`src/rtl/mux2_arb_if.sv`:
```
// mux2_arb_if
// -----------------------------------------------------------------------------
// Bundles the signals between the two requesters, the mux2_arb arbiter and the
// downstream consumer of the shared 2:1 datapath. The clock and reset stay
// plain ports on the arbiter.
//
// Parameters:
//   dw         data width of each requester and of the registered output
//
// Signals:
//   req_0/1    requester has a beat to send, held until accepted
//   data_0/1   requester data, valid while the matching req is high
//   gnt_0/1    registered ownership of the shared path
//   ack_0/1    combinational beat-accepted strobes
//   select     registered mux select (current or last owner)
//   out_data   registered accepted beat
//   out_src    registered source of out_data
//   out_valid  out_data holds a beat not yet consumed
//   out_ready  consumer takes out_data when out_valid && out_ready
//
// Modports:
//   master     the requester/consumer side (drives req, data, out_ready)
//   slave      the arbiter side (drives grants, acks, select and output stage)
// -----------------------------------------------------------------------------
interface mux2_arb_if #(
  parameter int dw = 8
);

  logic          req_0;
  logic          req_1;
  logic [dw-1:0] data_0;
  logic [dw-1:0] data_1;
  logic          gnt_0;
  logic          gnt_1;
  logic          ack_0;
  logic          ack_1;
  logic          select;
  logic [dw-1:0] out_data;
  logic          out_src;
  logic          out_valid;
  logic          out_ready;

  modport master (
    output req_0,
    output req_1,
    output data_0,
    output data_1,
    output out_ready,
    input  gnt_0,
    input  gnt_1,
    input  ack_0,
    input  ack_1,
    input  select,
    input  out_data,
    input  out_src,
    input  out_valid
  );

  modport slave (
    input  req_0,
    input  req_1,
    input  data_0,
    input  data_1,
    input  out_ready,
    output gnt_0,
    output gnt_1,
    output ack_0,
    output ack_1,
    output select,
    output out_data,
    output out_src,
    output out_valid
  );

endinterface

```
`src/rtl/mux2_arb.sv`:
```
// mux2_arb
// -----------------------------------------------------------------------------
// Two-requester round-robin arbiter with a registered output stage, owning the
// select of the shared 2:1 datapath mux in the brisc core. One requester owns
// the path at a time; while the other side is waiting, an owner may only have
// max_burst consecutive beats accepted before ownership rotates. Accepted
// beats are registered into a one-entry output slot with a valid/ready
// handshake toward the consumer.
//
// Parameters:
//   dw         data width (must match the interface instance)
//   max_burst  consecutive accepted beats per grant under contention, 1..16
//
// Ports:
//   clk        rising-edge clock
//   reset_n    asynchronous active-low reset
//   bus        mux2_arb_if slave modport (requests, grants, acks, select,
//              registered output stage and consumer ready)
// -----------------------------------------------------------------------------
module mux2_arb #(
  parameter int dw        = 8,
  parameter int max_burst = 4
) (
  input logic         clk,
  input logic         reset_n,
  mux2_arb_if.slave   bus
);

  localparam int cw = $clog2(max_burst + 1);
  localparam logic [cw-1:0] max_cnt = cw'(max_burst);

  localparam logic [1:0] IDLE = 2'd0;
  localparam logic [1:0] OWN0 = 2'd1;
  localparam logic [1:0] OWN1 = 2'd2;

  logic [1:0]    state;
  logic [1:0]    state_nx;
  logic          last;
  logic          last_nx;
  logic [cw-1:0] beat_cnt;
  logic [cw-1:0] cnt_nx;
  logic [cw-1:0] cnt_inc;

  logic          gnt_0_q;
  logic          gnt_1_q;
  logic          select_q;
  logic [dw-1:0] out_data_q;
  logic          out_src_q;
  logic          out_valid_q;

  logic          slot_free;
  logic          ack_0_c;
  logic          ack_1_c;
  logic          accept;

  // The output slot can take a new beat when it is empty or being drained in
  // this same cycle, which is what allows one beat per cycle with ready high.
  always_comb begin
    slot_free = !out_valid_q || bus.out_ready;
    ack_0_c   = gnt_0_q && bus.req_0 && slot_free;
    ack_1_c   = gnt_1_q && bus.req_1 && slot_free;
    accept    = ack_0_c || ack_1_c;
    cnt_inc   = beat_cnt + 1'b1;
  end

  // Ownership decision. An owner that drops its request hands over
  // immediately (or falls back to IDLE); an owner whose accepted beat fills
  // the burst quota rotates only if the other side is waiting, otherwise it
  // keeps the path and simply restarts its count. Any change of owner is a
  // fresh grant, so the round-robin pointer and the beat count follow it.
  always_comb begin
    state_nx = state;
    last_nx  = last;
    cnt_nx   = beat_cnt;

    case (state)
      IDLE: begin
        if (bus.req_0 && bus.req_1) begin
          state_nx = last ? OWN0 : OWN1;
        end else if (bus.req_0) begin
          state_nx = OWN0;
        end else if (bus.req_1) begin
          state_nx = OWN1;
        end
      end

      OWN0: begin
        if (!bus.req_0) begin
          state_nx = bus.req_1 ? OWN1 : IDLE;
        end else if (ack_0_c) begin
          if (cnt_inc == max_cnt) begin
            if (bus.req_1) begin
              state_nx = OWN1;
            end else begin
              cnt_nx = '0;
            end
          end else begin
            cnt_nx = cnt_inc;
          end
        end
      end

      OWN1: begin
        if (!bus.req_1) begin
          state_nx = bus.req_0 ? OWN0 : IDLE;
        end else if (ack_1_c) begin
          if (cnt_inc == max_cnt) begin
            if (bus.req_0) begin
              state_nx = OWN0;
            end else begin
              cnt_nx = '0;
            end
          end else begin
            cnt_nx = cnt_inc;
          end
        end
      end

      default: begin
        state_nx = IDLE;
      end
    endcase

    if ((state_nx != state) && (state_nx != IDLE)) begin
      last_nx = (state_nx == OWN1);
      cnt_nx  = '0;
    end else if (state_nx == IDLE) begin
      cnt_nx = '0;
    end
  end

  // Arbitration state. Grants and select are registered copies of the next
  // owner so the datapath mux sees a clean flop output; in IDLE the select
  // keeps pointing at whoever owned the path last. last resets to 1 so that
  // requester 0 wins the first tie.
  always_ff @(posedge clk or negedge reset_n) begin
    if (!reset_n) begin
      state    <= IDLE;
      last     <= 1'b1;
      beat_cnt <= '0;
      gnt_0_q  <= 1'b0;
      gnt_1_q  <= 1'b0;
      select_q <= 1'b0;
    end else begin
      state    <= state_nx;
      last     <= last_nx;
      beat_cnt <= cnt_nx;
      gnt_0_q  <= (state_nx == OWN0);
      gnt_1_q  <= (state_nx == OWN1);
      if (state_nx != IDLE) begin
        select_q <= (state_nx == OWN1);
      end
    end
  end

  // Output slot. A new accept always wins, so a drain and an accept on the
  // same edge replace the beat and keep out_valid high; a drain alone empties
  // the slot.
  always_ff @(posedge clk or negedge reset_n) begin
    if (!reset_n) begin
      out_data_q  <= '0;
      out_src_q   <= 1'b0;
      out_valid_q <= 1'b0;
    end else if (accept) begin
      out_data_q  <= ack_1_c ? bus.data_1 : bus.data_0;
      out_src_q   <= ack_1_c;
      out_valid_q <= 1'b1;
    end else if (bus.out_ready) begin
      out_valid_q <= 1'b0;
    end
  end

  assign bus.gnt_0     = gnt_0_q;
  assign bus.gnt_1     = gnt_1_q;
  assign bus.ack_0     = ack_0_c;
  assign bus.ack_1     = ack_1_c;
  assign bus.select    = select_q;
  assign bus.out_data  = out_data_q;
  assign bus.out_src   = out_src_q;
  assign bus.out_valid = out_valid_q;

endmodule
```
`src/flat_wrapper.sv`:
```
// flat-port wrapper written by rule: the top's interface ports become plain ports
module mux2_arb_flat 
#(
  parameter int dw        = 8,
  parameter int max_burst = 4
)
  (clk, reset_n, bus_req_0, bus_req_1, bus_data_0, bus_data_1, bus_out_ready, bus_gnt_0, bus_gnt_1, bus_ack_0, bus_ack_1, bus_select, bus_out_data, bus_out_src, bus_out_valid);
  mux2_arb_if #(.dw(dw)) bus_i ();
  input logic clk;
  input logic reset_n;
  input wire logic [$bits(bus_i.req_0)-1:0] bus_req_0;
  input wire logic [$bits(bus_i.req_1)-1:0] bus_req_1;
  input wire logic [$bits(bus_i.data_0)-1:0] bus_data_0;
  input wire logic [$bits(bus_i.data_1)-1:0] bus_data_1;
  input wire logic [$bits(bus_i.out_ready)-1:0] bus_out_ready;
  output wire logic [$bits(bus_i.gnt_0)-1:0] bus_gnt_0;
  output wire logic [$bits(bus_i.gnt_1)-1:0] bus_gnt_1;
  output wire logic [$bits(bus_i.ack_0)-1:0] bus_ack_0;
  output wire logic [$bits(bus_i.ack_1)-1:0] bus_ack_1;
  output wire logic [$bits(bus_i.select)-1:0] bus_select;
  output wire logic [$bits(bus_i.out_data)-1:0] bus_out_data;
  output wire logic [$bits(bus_i.out_src)-1:0] bus_out_src;
  output wire logic [$bits(bus_i.out_valid)-1:0] bus_out_valid;
  assign bus_i.req_0 = bus_req_0;
  assign bus_i.req_1 = bus_req_1;
  assign bus_i.data_0 = bus_data_0;
  assign bus_i.data_1 = bus_data_1;
  assign bus_i.out_ready = bus_out_ready;
  assign bus_gnt_0 = bus_i.gnt_0;
  assign bus_gnt_1 = bus_i.gnt_1;
  assign bus_ack_0 = bus_i.ack_0;
  assign bus_ack_1 = bus_i.ack_1;
  assign bus_select = bus_i.select;
  assign bus_out_data = bus_i.out_data;
  assign bus_out_src = bus_i.out_src;
  assign bus_out_valid = bus_i.out_valid;
  mux2_arb #(.dw(dw), .max_burst(max_burst)) u_core (.clk(clk), .reset_n(reset_n), .bus(bus_i));
endmodule
```
`config.mk`:
```
export PLATFORM = sky130hd
export DESIGN_NAME = mux2_arb_flat
export DESIGN_NICKNAME = d
export VERILOG_FILES = /design/src/rtl/mux2_arb_if.sv /design/src/rtl/mux2_arb.sv /design/src/flat_wrapper.sv
export SDC_FILE = /design/constraint.sdc
export NUM_CORES = 1
export LEC_CHECK = 0
export BUFFER_PORTS_ARGS = -buffer_cell sky130_fd_sc_hd__buf_2
export CORE_UTILIZATION = 53
export CTS_BUF_LIST = sky130_fd_sc_hd__clkbuf_4 sky130_fd_sc_hd__clkbuf_8 sky130_fd_sc_hd__clkbuf_16
export CTS_CLUSTER_DIAMETER = 200
export DETAILED_ROUTE_END_ITERATION = 10
export MAX_ROUTING_LAYER = met4
export PLACE_DENSITY = 0.82
export RECOVER_POWER = 50
export SYNTH_ARGS = -nofsm -noshare
export SYNTH_HDL_FRONTEND = slang
export SYNTH_SLANG_ARGS = --single-unit
```
`constraint.sdc`:
```
create_clock -name clk -period 3.09 [get_ports clk]
set_clock_uncertainty 0.2 [all_clocks]
set_input_delay 0.1545 -clock clk [delete_from_list [all_inputs] [get_ports clk]]
set_output_delay 0.1545 -clock clk [all_outputs]
set_load 0.1 [all_outputs]
```
==> impl_metrics.env, run 1 <==
export IMPL_route_detailed_drc=0
export IMPL_setup_viol=0
export IMPL_ys_ff_latch=19
export IMPL_slew_violations=0
export IMPL_syn_num_nets=151
export IMPL_ys_seq_area_share_pct=40.9
export IMPL_cts_sinks=19
export IMPL_worst_pin_slew_ns=1.18
export IMPL_final_common_cell="buf_2"
export IMPL_syn_inst=124
export IMPL_layout_setup_ws_ns=0.575
export IMPL_dp_slack_ns=0.754
export IMPL_cap_violations=0
export IMPL_fin_nets=205
export IMPL_clk_latency_ns=0.32
export IMPL_port_buffers=35
export IMPL_rsz0062_at_grt="false"
export IMPL_slew_headroom_pct=21.7
export IMPL_netlist_area_sq_um=1170
export IMPL_overflow=0
export IMPL_syn_area_per_cell_sq_um=9.40
export IMPL_routedWlPerCell_microns=15.7
export IMPL_dp_hpwl_microns=2140
export IMPL_crit_required_ns=3.16
export IMPL_ys_warn_count=0
export IMPL_htreeDepth=1
export IMPL_dpl_cell_area_sq_um=1350
export IMPL_min_path_type="in -> reg"
export IMPL_ys_async_sr_fraction_pct=100
export IMPL_routed_wl_microns=3190
export IMPL_clk_pin_slew_ns=0.12
export IMPL_clockBufferDepth=2
export IMPL_vias=1138
export IMPL_area_growth_pct=33.2
export IMPL_drive_gt1_share_pct=24.3
export IMPL_timing_final_hold_violations=0
export IMPL_antenna_found_initial=0
export IMPL_grt_pass1_wl_microns=5380
export IMPL_pin_count=36
export IMPL_rows=16
export IMPL_mostFrequentLayoutCells="29 x buf_2, 23 x nand2_1, 18 x dlygate4sd3_1, 18 x dfrtp_1, 11 x nor2_1"
export IMPL_viasPerCell=5.58
export IMPL_antennaDiodeCount=0
export IMPL_arrival_ns=2.58
export IMPL_gp_congestion=0.806
export IMPL_critPathLaunchType="primary input"
export IMPL_drt_iter0_drc=38
export IMPL_cts_tree="built"
export IMPL_chipHeight_microns=48.9
export IMPL_synth_edf_count=0
export IMPL_first_pass_iters=4
export IMPL_die_area_sq_um=2390
export IMPL_die_w_microns=48.9
export IMPL_start_util_pct=57.7
export IMPL_grt_max_degree=21
export IMPL_cts_buffers=3
export IMPL_fin_area_sq_um=1550
export IMPL_grt_pass1_vias=1228
export IMPL_fin_setup_tns_ns=0
export IMPL_fin_crit_sh_pct=81.4
export IMPL_holdWs_ns=0.162
export IMPL_grtUsageTotal_pct=30.3
export IMPL_crit_path_end_kind="flop"
export IMPL_synthFlopType="dfrtp_1"
export IMPL_cp_max_fo=20
export IMPL_outcome="complete, no violations"
export IMPL_cts_root_buffer="clkbuf_4"
export IMPL_fin_crit_ns=2.51
export IMPL_synth_cell_types=40
export IMPL_fmax_mhz=398
export IMPL_cts_resized=0
export IMPL_critPathKind="in -> reg"
export IMPL_coreArea_sq_um=2020
export IMPL_postRouteAntennaNets=0
==> worst paths after layout <==
path | from | endpoint | slack, ns | cells after the start
worst max-delay path | bus_out_ready | u_core.last | 0.58 | 10
worst min-delay path | bus_req_0 | u_core.bus.out_valid | 0.16 | 3
worst max register to register | u_core.state[1] | u_core.last | 0.69 | 8
worst min register to register | u_core.bus.out_src | u_core.bus.out_src | 0.31 | 2
max in group asynchronous | reset_n | u_core.beat_cnt[2] | 1.72 | 2
min in group asynchronous | reset_n | u_core.bus.out_data[3] | 0.34 | 2
==> routing by layer <==
| metal | GRT usage (%) | wire length, microns | up-vias |
|---|---|---|---|
| met5 | - | 0 | - |
| met4 | 14.2 | 119 | 0 |
| met3 | 4.98 | 149 | 13 |
| met2 | 56.0 | 1700 | 51 |
| met1 | 31.0 | 1230 | 538 |
| li1 | - | - | 536 |
==> repair_timing <==
action / CTS / global route
endpoints found under the setup margin: 0 / 0
hold endpoints to repair: 28 / 0
buffers inserted: 0 / 0
hold buffers: 18 / 0
==> cell families after synthesis <==
family          share of synthesized area [%]
mux                                      3.43
flops                                    40.9
simple gates                             26.4
xor+xnor                                0.751
fa+ha+maj                                6.44
compound gates                           17.4
buf+inv                                  4.72
==> cell usage after synthesis, drive strengths merged, types with 2 or more instances <==
cell type | count | area, sq um
nand2 | 23 | 86.3
dfrtp | 18 | 450
nor2 | 11 | 41.3
a31oi | 9 | 62.6
inv | 7 | 26.3
nand3 | 7 | 45.0
ha | 6 | 75.1
buf | 4 | 25.0
mux2i | 4 | 40.0
and3 | 3 | 23.8
o21a | 3 | 22.5
o21ai | 3 | 15.0
a21o | 2 | 15.0
nand3b | 2 | 15.0
nor2b | 2 | 12.5
==> final cells by class <==
type	count	area [sq um]
clock buffers	3	22.5
clock inverters	1	7.51
fillers	142	469
inverters	7	26.3
multi-input cells	93	634
flip-flops and latches	19	477
well taps	27	33.8
repair buffers	54	352
==> critical path: stages <==
cell	delay, ns
dlygate4sd3_1	0.53
buf_2	0.12
nand2b_4	0.15
nand3_1	0.08
clkbuf_1	0.63
inv_1	0.14
a21o_1	0.22
and2_4	0.17
o31ai_2	0.24
a221o_1	0.15
==> sequential cells by signal, summed over array words and instances (netlist names) <==
register and cells:
u_core.bus.out_data 8, u_core.beat_cnt 3, u_core.state 2, u_core.bus.gnt_0 1, u_core.bus.gnt_1 1, u_core.bus.out_src 1
u_core.bus.out_valid 1, u_core.bus.select 1, u_core.last 1
==> per-stage QoR <==
step                      util [%]  instances
after CTS                     77.4        204
after detailed placement      67.0        182
final                         76.8        204
after global placement        67.0        182
after floorplan                  -        124
after global routing          76.8        204
Power of run 1 is not shown: default switching activity piles up to over one toggle a cycle in this logic, so the estimate is an artifact.
==> run 2: changes to the inputs <==
ABC_AREA = 1   (was default)
CORE_UTILIZATION = 50   (was 53)
PLACE_DENSITY = 0.79   (was 0.82)
clock period = 2.55 ns   (was 3.09 ns; I/O delays follow)
==> impl_metrics.env, run 2 <==
export IMPL_final_common_cell="nand2_1"
export IMPL_yosysMostFrequentCell="nand2_1"
export IMPL_worst_path_stages=10
export IMPL_cts_buffers=3
export IMPL_routedWlPerCell_microns=13.0
export IMPL_cp_max_fo=11
export IMPL_drt_iter0_drc=31
export IMPL_chipHeight_microns=49.5
export IMPL_largest_reg_flops=8
export IMPL_arrival_ns=2.38
export IMPL_slew_violations=0
export IMPL_syn_num_nets=176
export IMPL_syn_area_per_cell_sq_um=7.57
export IMPL_min_path_type="in -> reg"
export IMPL_htreeDepth=1
export IMPL_synth_cell_types=20
export IMPL_crit_start="bus_out_ready"
export IMPL_synth_edf_count=0
export IMPL_cts_setup_buffers=0
export IMPL_rows=16
export IMPL_outcome="complete, no violations"
export IMPL_pin_count=36
export IMPL_ys_top_cells_by_count="31 x nand2_1, 18 x dfrtp_1, 18 x nor2_1"
export IMPL_grt_pass1_wl_microns=5030
export IMPL_fill_cells=160
export IMPL_rr_startpoint="u_core.bus.out_valid"
export IMPL_dp_hpwl_microns=2020
export IMPL_cts_sinks=19
export IMPL_postRouteAntennaNets=0
export IMPL_cts_root_buffer="clkbuf_4"
export IMPL_ys_ff_latch=19
export IMPL_synth_top_area_cell="dfrtp_1"
export IMPL_die_area_sq_um=2450
export IMPL_grtUsageTotal_pct=27.8
export IMPL_drive_gt1_share_pct=26.3
export IMPL_crit_chain="dlygate4sd3_1, buf_2, inv_1, nand2_1, nand2_2, inv_2, nor2_4, nand2_1, o21ai_0, dlygate4sd3_1"
export IMPL_overflow=0
export IMPL_mostFrequentLayoutCells="30 x nand2_1, 28 x buf_2, 18 x nor2_1, 18 x dlygate4sd3_1, 18 x dfrtp_1"
export IMPL_ys_warn_count=0
export IMPL_fin_util_pct=75.4
export IMPL_slowest_delay_ns=0.57
export IMPL_gp_congestion=0.839
export IMPL_vias=1195
export IMPL_worst_pin_slew_ns=1.18
export IMPL_die_w_microns=49.5
export IMPL_clk_latency_ns=0.30
export IMPL_coreArea_sq_um=2040
export IMPL_clockBufferDepth=2
export IMPL_fin_crit_sh_pct=91.6
export IMPL_clk_pin_slew_ns=0.11
export IMPL_r2r_slack_ns=0.37
export IMPL_crit_required_ns=2.60
export IMPL_crit_buf_inv=5
export IMPL_reg2reg_to="u_core.bus.out_data[7]"
export IMPL_setup_viol=0
export IMPL_critPathTopFamily="buffers and inverters"
export IMPL_timing_final_hold_violations=0
export IMPL_rsz0062_at_grt="false"
export IMPL_antennaDiodeCount=0
export IMPL_slowest_stage="dlygate4sd3_1"
export IMPL_start_util_pct=55.3
export IMPL_first_pass_iters=4
export IMPL_area_growth_pct=36.4
export IMPL_ys_async_sr_fraction_pct=100
export IMPL_cts_tree="built"
export IMPL_synthFlopType="dfrtp_1"
export IMPL_netlist_area_sq_um=1130
export IMPL_fin_setup_tns_ns=0
export IMPL_fmax_mhz=428
export IMPL_critPathKind="in -> reg"
export IMPL_antenna_found_initial=0
export IMPL_crit_end="u_core.bus.out_data[7]"
export IMPL_fin_crit_ns=2.33
export IMPL_grt_max_degree=20
export IMPL_synth_area_leaders="dfrtp_1 40%, nand2_1 10%, ha_1 6.7%"
export IMPL_reg2reg_depth=7
export IMPL_fin_nets=233
export IMPL_slew_headroom_pct=21.8
export IMPL_critPathLaunchType="primary input"
export IMPL_crit_path_end_kind="flop"
export IMPL_routed_wl_microns=3010
export IMPL_viasPerCell=5.15
export IMPL_holdWs_ns=0.118
export IMPL_syn_inst=149
export IMPL_yosysTopAreaCellShare_pct=39.9
export IMPL_ys_seq_area_share_pct=42.2
export IMPL_grt_pass1_vias=1168
export IMPL_cap_violations=0
export IMPL_port_buffers=35
export IMPL_route_detailed_drc=0
## run 2: final cells by class
cell class	count	area, sq um	area share (%)
clock buffers	3	22.5	1.46
clock inverters	1	5.00	0.325
inverters	18	67.6	4.39
multi-input cells	111	587	38.1
flip-flops and latches	19	477	31.0
well taps	27	33.8	2.20
repair buffers	53	347	22.5
## run 2: worst min path at each step
| stage | start | endpoint | slack (ns) | depth (start not counted) |
|---|---|---|---|---|
| 2_1_floorplan | reset_n | u_core.beat_cnt[0] | -0.37 | 0 |
| 3_3_place_gp | reset_n | u_core.bus.gnt_1 | -0.11 | 1 |
| 3_5_place_dp | reset_n | u_core.beat_cnt[0] | -0.11 | 1 |
| 4_1_cts | reset_n | u_core.bus.gnt_0 | 0.08 | 2 |
| 5_1_grt | bus_req_0 | u_core.bus.gnt_0 | 0.13 | 5 |
| 6_report | bus_req_1 | u_core.bus.gnt_1 | 0.12 | 5 |
## run 2: stage by stage
stage | worst slack (ns) | instance area (sq um) | instances
5_1_grt | 0.0539 | 1540 | 232
2_1_floorplan | 0.0925 | 1130 | 149
3_5_place_dp | 0.555 | 1330 | 210
3_3_place_gp | 0.632 | 1330 | 210
4_1_cts | 0.0629 | 1540 | 232
6_report | 0.215 | 1540 | 232
## run 2: logic make-up (layout without fill, tap and decap cells)
group	after synthesis	in the layout	synth area share (%)
adder cells (fa/ha/maj)	6	6	6.65
flip-flops	19	19	42.2
AND/OR/NAND/NOR	79	79	32.7
buffers and inverters	19	75	6.43
AO/OA/AOI/OAI	26	26	12.0
## run 2: repair_timing
item	CTS	global route
setup endpoints to repair	0	8
gates resized for setup	0	2
hold endpoints to repair	28	0
hold buffers	18	0
## run 2: worst min-delay path, stage by stage
cell,delay [ns]
buf_2,0.14
nand2_1,0.08
o21ai_1,0.08
nand2_2,0.11
nor2_1,0.06
## run 2: metal layers
metal	wire [microns]	vias to the layer above	track usage [%]
met1	1220	571	32.5
met5	0	-	-
met4	44	0	7.62
met3	118	6	4.94
li1	-	586	-
met2	1630	32	49.1
Power of run 2 is left out for the same reason.
==> run 3: changes to the inputs <==
CORE_UTILIZATION = 52   (was 50)
CTS_BUF_LIST = sky130_fd_sc_hd__clkbuf_8   (was sky130_fd_sc_hd__clkbuf_4 sky130_fd_sc_hd__clkbuf_8 sky130_fd_sc_hd__clkbuf_16)
PLACE_DENSITY = 0.81   (was 0.79)
==> impl_metrics.env, run 3 (synthesized netlist as in run 2, its figures left out) <==
export IMPL_route_detailed_drc=0
export IMPL_crit_buf_inv=3
export IMPL_slew_headroom_pct=22.6
export IMPL_antennaDiodeCount=0
export IMPL_htreeDepth=1
export IMPL_crit_path_frequent_cell="nand2_1"
export IMPL_overflow=0
export IMPL_fmax_mhz=424
export IMPL_die_w_microns=48.6
export IMPL_min_path_type="in -> reg"
export IMPL_crit_required_ns=2.54
export IMPL_dp_slack_ns=0.589
export IMPL_cts_sinks=19
export IMPL_slowest_delay_ns=0.60
export IMPL_dp_hpwl_microns=2030
export IMPL_pin_count=36
export IMPL_cp_max_fo=11
export IMPL_outcome="complete, but fails checks"
export IMPL_hold_end="u_core.bus.out_valid"
export IMPL_mostFrequentLayoutCells="31 x nand2_1, 28 x buf_2, 18 x nor2_1, 18 x dfrtp_1, 17 x dlygate4sd3_1"
export IMPL_violations="hold timing"
export IMPL_routed_wl_microns=3090
export IMPL_first_pass_iters=4
export IMPL_port_buffers=35
export IMPL_arrival_ns=2.35
export IMPL_drive_gt1_share_pct=25.5
export IMPL_largest_reg_flops=8
export IMPL_rr_startpoint="u_core.bus.gnt_1"
export IMPL_grt_pass1_vias=1183
export IMPL_rsz0062_at_grt="false"
export IMPL_slew_violations=0
export IMPL_critPathKind="reg -> reg"
export IMPL_critPathLaunchType="flop"
export IMPL_final_common_cell="nand2_1"
export IMPL_critPathTopFamily="buffers and inverters"
export IMPL_fill_cells=144
export IMPL_reg2reg_depth=8
export IMPL_vias=1202
export IMPL_timing_final_hold_violations=1
export IMPL_viasPerCell=5.20
export IMPL_fin_crit_ns=2.36
export IMPL_chipHeight_microns=48.6
export IMPL_coreArea_sq_um=2000
export IMPL_hp_start="bus_out_ready"
export IMPL_setup_viol=0
export IMPL_fin_area_sq_um=1540
export IMPL_dpl_cell_area_sq_um=1330
export IMPL_crit_path_end_kind="flop"
export IMPL_layout_setup_ws_ns=0.189
export IMPL_fin_nets=232
export IMPL_worst_pin_slew_ns=1.17
export IMPL_area_growth_pct=36.8
export IMPL_grt_pass1_wl_microns=5050
export IMPL_slowest_stage="dlygate4sd3_1"
export IMPL_die_area_sq_um=2360
export IMPL_drt_iter0_drc=37
export IMPL_start_util_pct=56.4
export IMPL_antenna_found_initial=0
export IMPL_fin_setup_tns_ns=0
export IMPL_cap_violations=0
export IMPL_cts_tree="built"
export IMPL_clk_pin_slew_ns=0.07
export IMPL_clk_latency_ns=0.26
export IMPL_postRouteAntennaNets=0
export IMPL_cts_buffers=3
export IMPL_gp_congestion=0.870
export IMPL_reg2reg_to="u_core.bus.out_data[7]"
export IMPL_r2r_slack_ns=0.19
export IMPL_cts_root_buffer="clkbuf_8"
export IMPL_routedWlPerCell_microns=13.4
export IMPL_grt_max_degree=20
export IMPL_rows=16
export IMPL_cts_setup_buffers=0
export IMPL_grtUsageTotal_pct=29.3
export IMPL_fin_crit_sh_pct=92.6
export IMPL_crit_chain="nand2_1, clkinv_1, nand2_1, inv_2, nor2_4, nand2_1, o21ai_0, dlygate4sd3_1"
export IMPL_holdWs_ns=-0.000973
export IMPL_clockBufferDepth=2
export IMPL_hold_depth=4
-- run 3: cell types whose count changed in the layout (fill, tap and decap cells not counted) --
cell,change
clkbuf_4,-3
clkbuf_8,+3
clkinv_2,-1
dlygate4sd3_1,-1
inv_1,+1
nand2_1,+1
nand2_2,-1
-- run 3: repair_timing --
item                       4_1_cts  5_1_grt
hold endpoints to repair        27        0
resized for setup                0        1
setup endpoints to repair        0        1
hold buffers                    17        0
-- run 3: layer usage --
metal,up-vias,track usage (%),part of all wire (%)
li1,589,-,-
met1,553,33.8,43
met2,49,50.7,51
met3,11,4.40,3.7
met4,0,12.7,2.6
met5,-,-,0
-- run 3: cell type report --
class / instances / area (sq um) / share of cell area [%]
well taps: 27 / 33.8 / 2.19
clock buffers: 3 / 41.3 / 2.67
repair buffers: 52 / 337 / 21.8
multi-input cells: 111 / 584 / 37.8
inverters: 18 / 67.6 / 4.38
clock inverters: 1 / 3.75 / 0.243
flip-flops and latches: 19 / 477 / 30.9
-- run 3: how the worst max path moves through the flow --
stage	from	end	slack, ns	depth (start not counted)
floorplan	u_core.bus.out_valid	u_core.bus.out_data[0]	0.09	7
global placement	u_core.beat_cnt[0]	u_core.last	0.64	14
detailed placement	u_core.beat_cnt[0]	u_core.last	0.59	14
CTS	u_core.bus.gnt_1	u_core.bus.out_data[4]	0.20	8
global route	u_core.bus.gnt_1	u_core.bus.out_data[7]	0.10	8
finish	u_core.bus.gnt_1	u_core.bus.out_data[7]	0.19	8
-- run 3: worst reg2reg max path: stages (launching register included) --
cell	delay [ns]
dfrtp_1	0.38
nand2_1	0.07
clkinv_1	0.07
nand2_1	0.34
inv_2	0.20
nor2_4	0.25
nand2_1	0.09
o21ai_0	0.10
dlygate4sd3_1	0.60
-- run 3: metrics by stage --
stage,std cells,hold slack (ns),utilization [%]
after floorplan,149,-0.368,-
after global placement,210,-0.120,66.6
after detailed placement,210,-0.114,66.6
after CTS,231,0.00623,77.3
after global routing,231,0.0212,77.1
final,231,-0.000973,77.1
Power of run 3 is left out for the same reason.
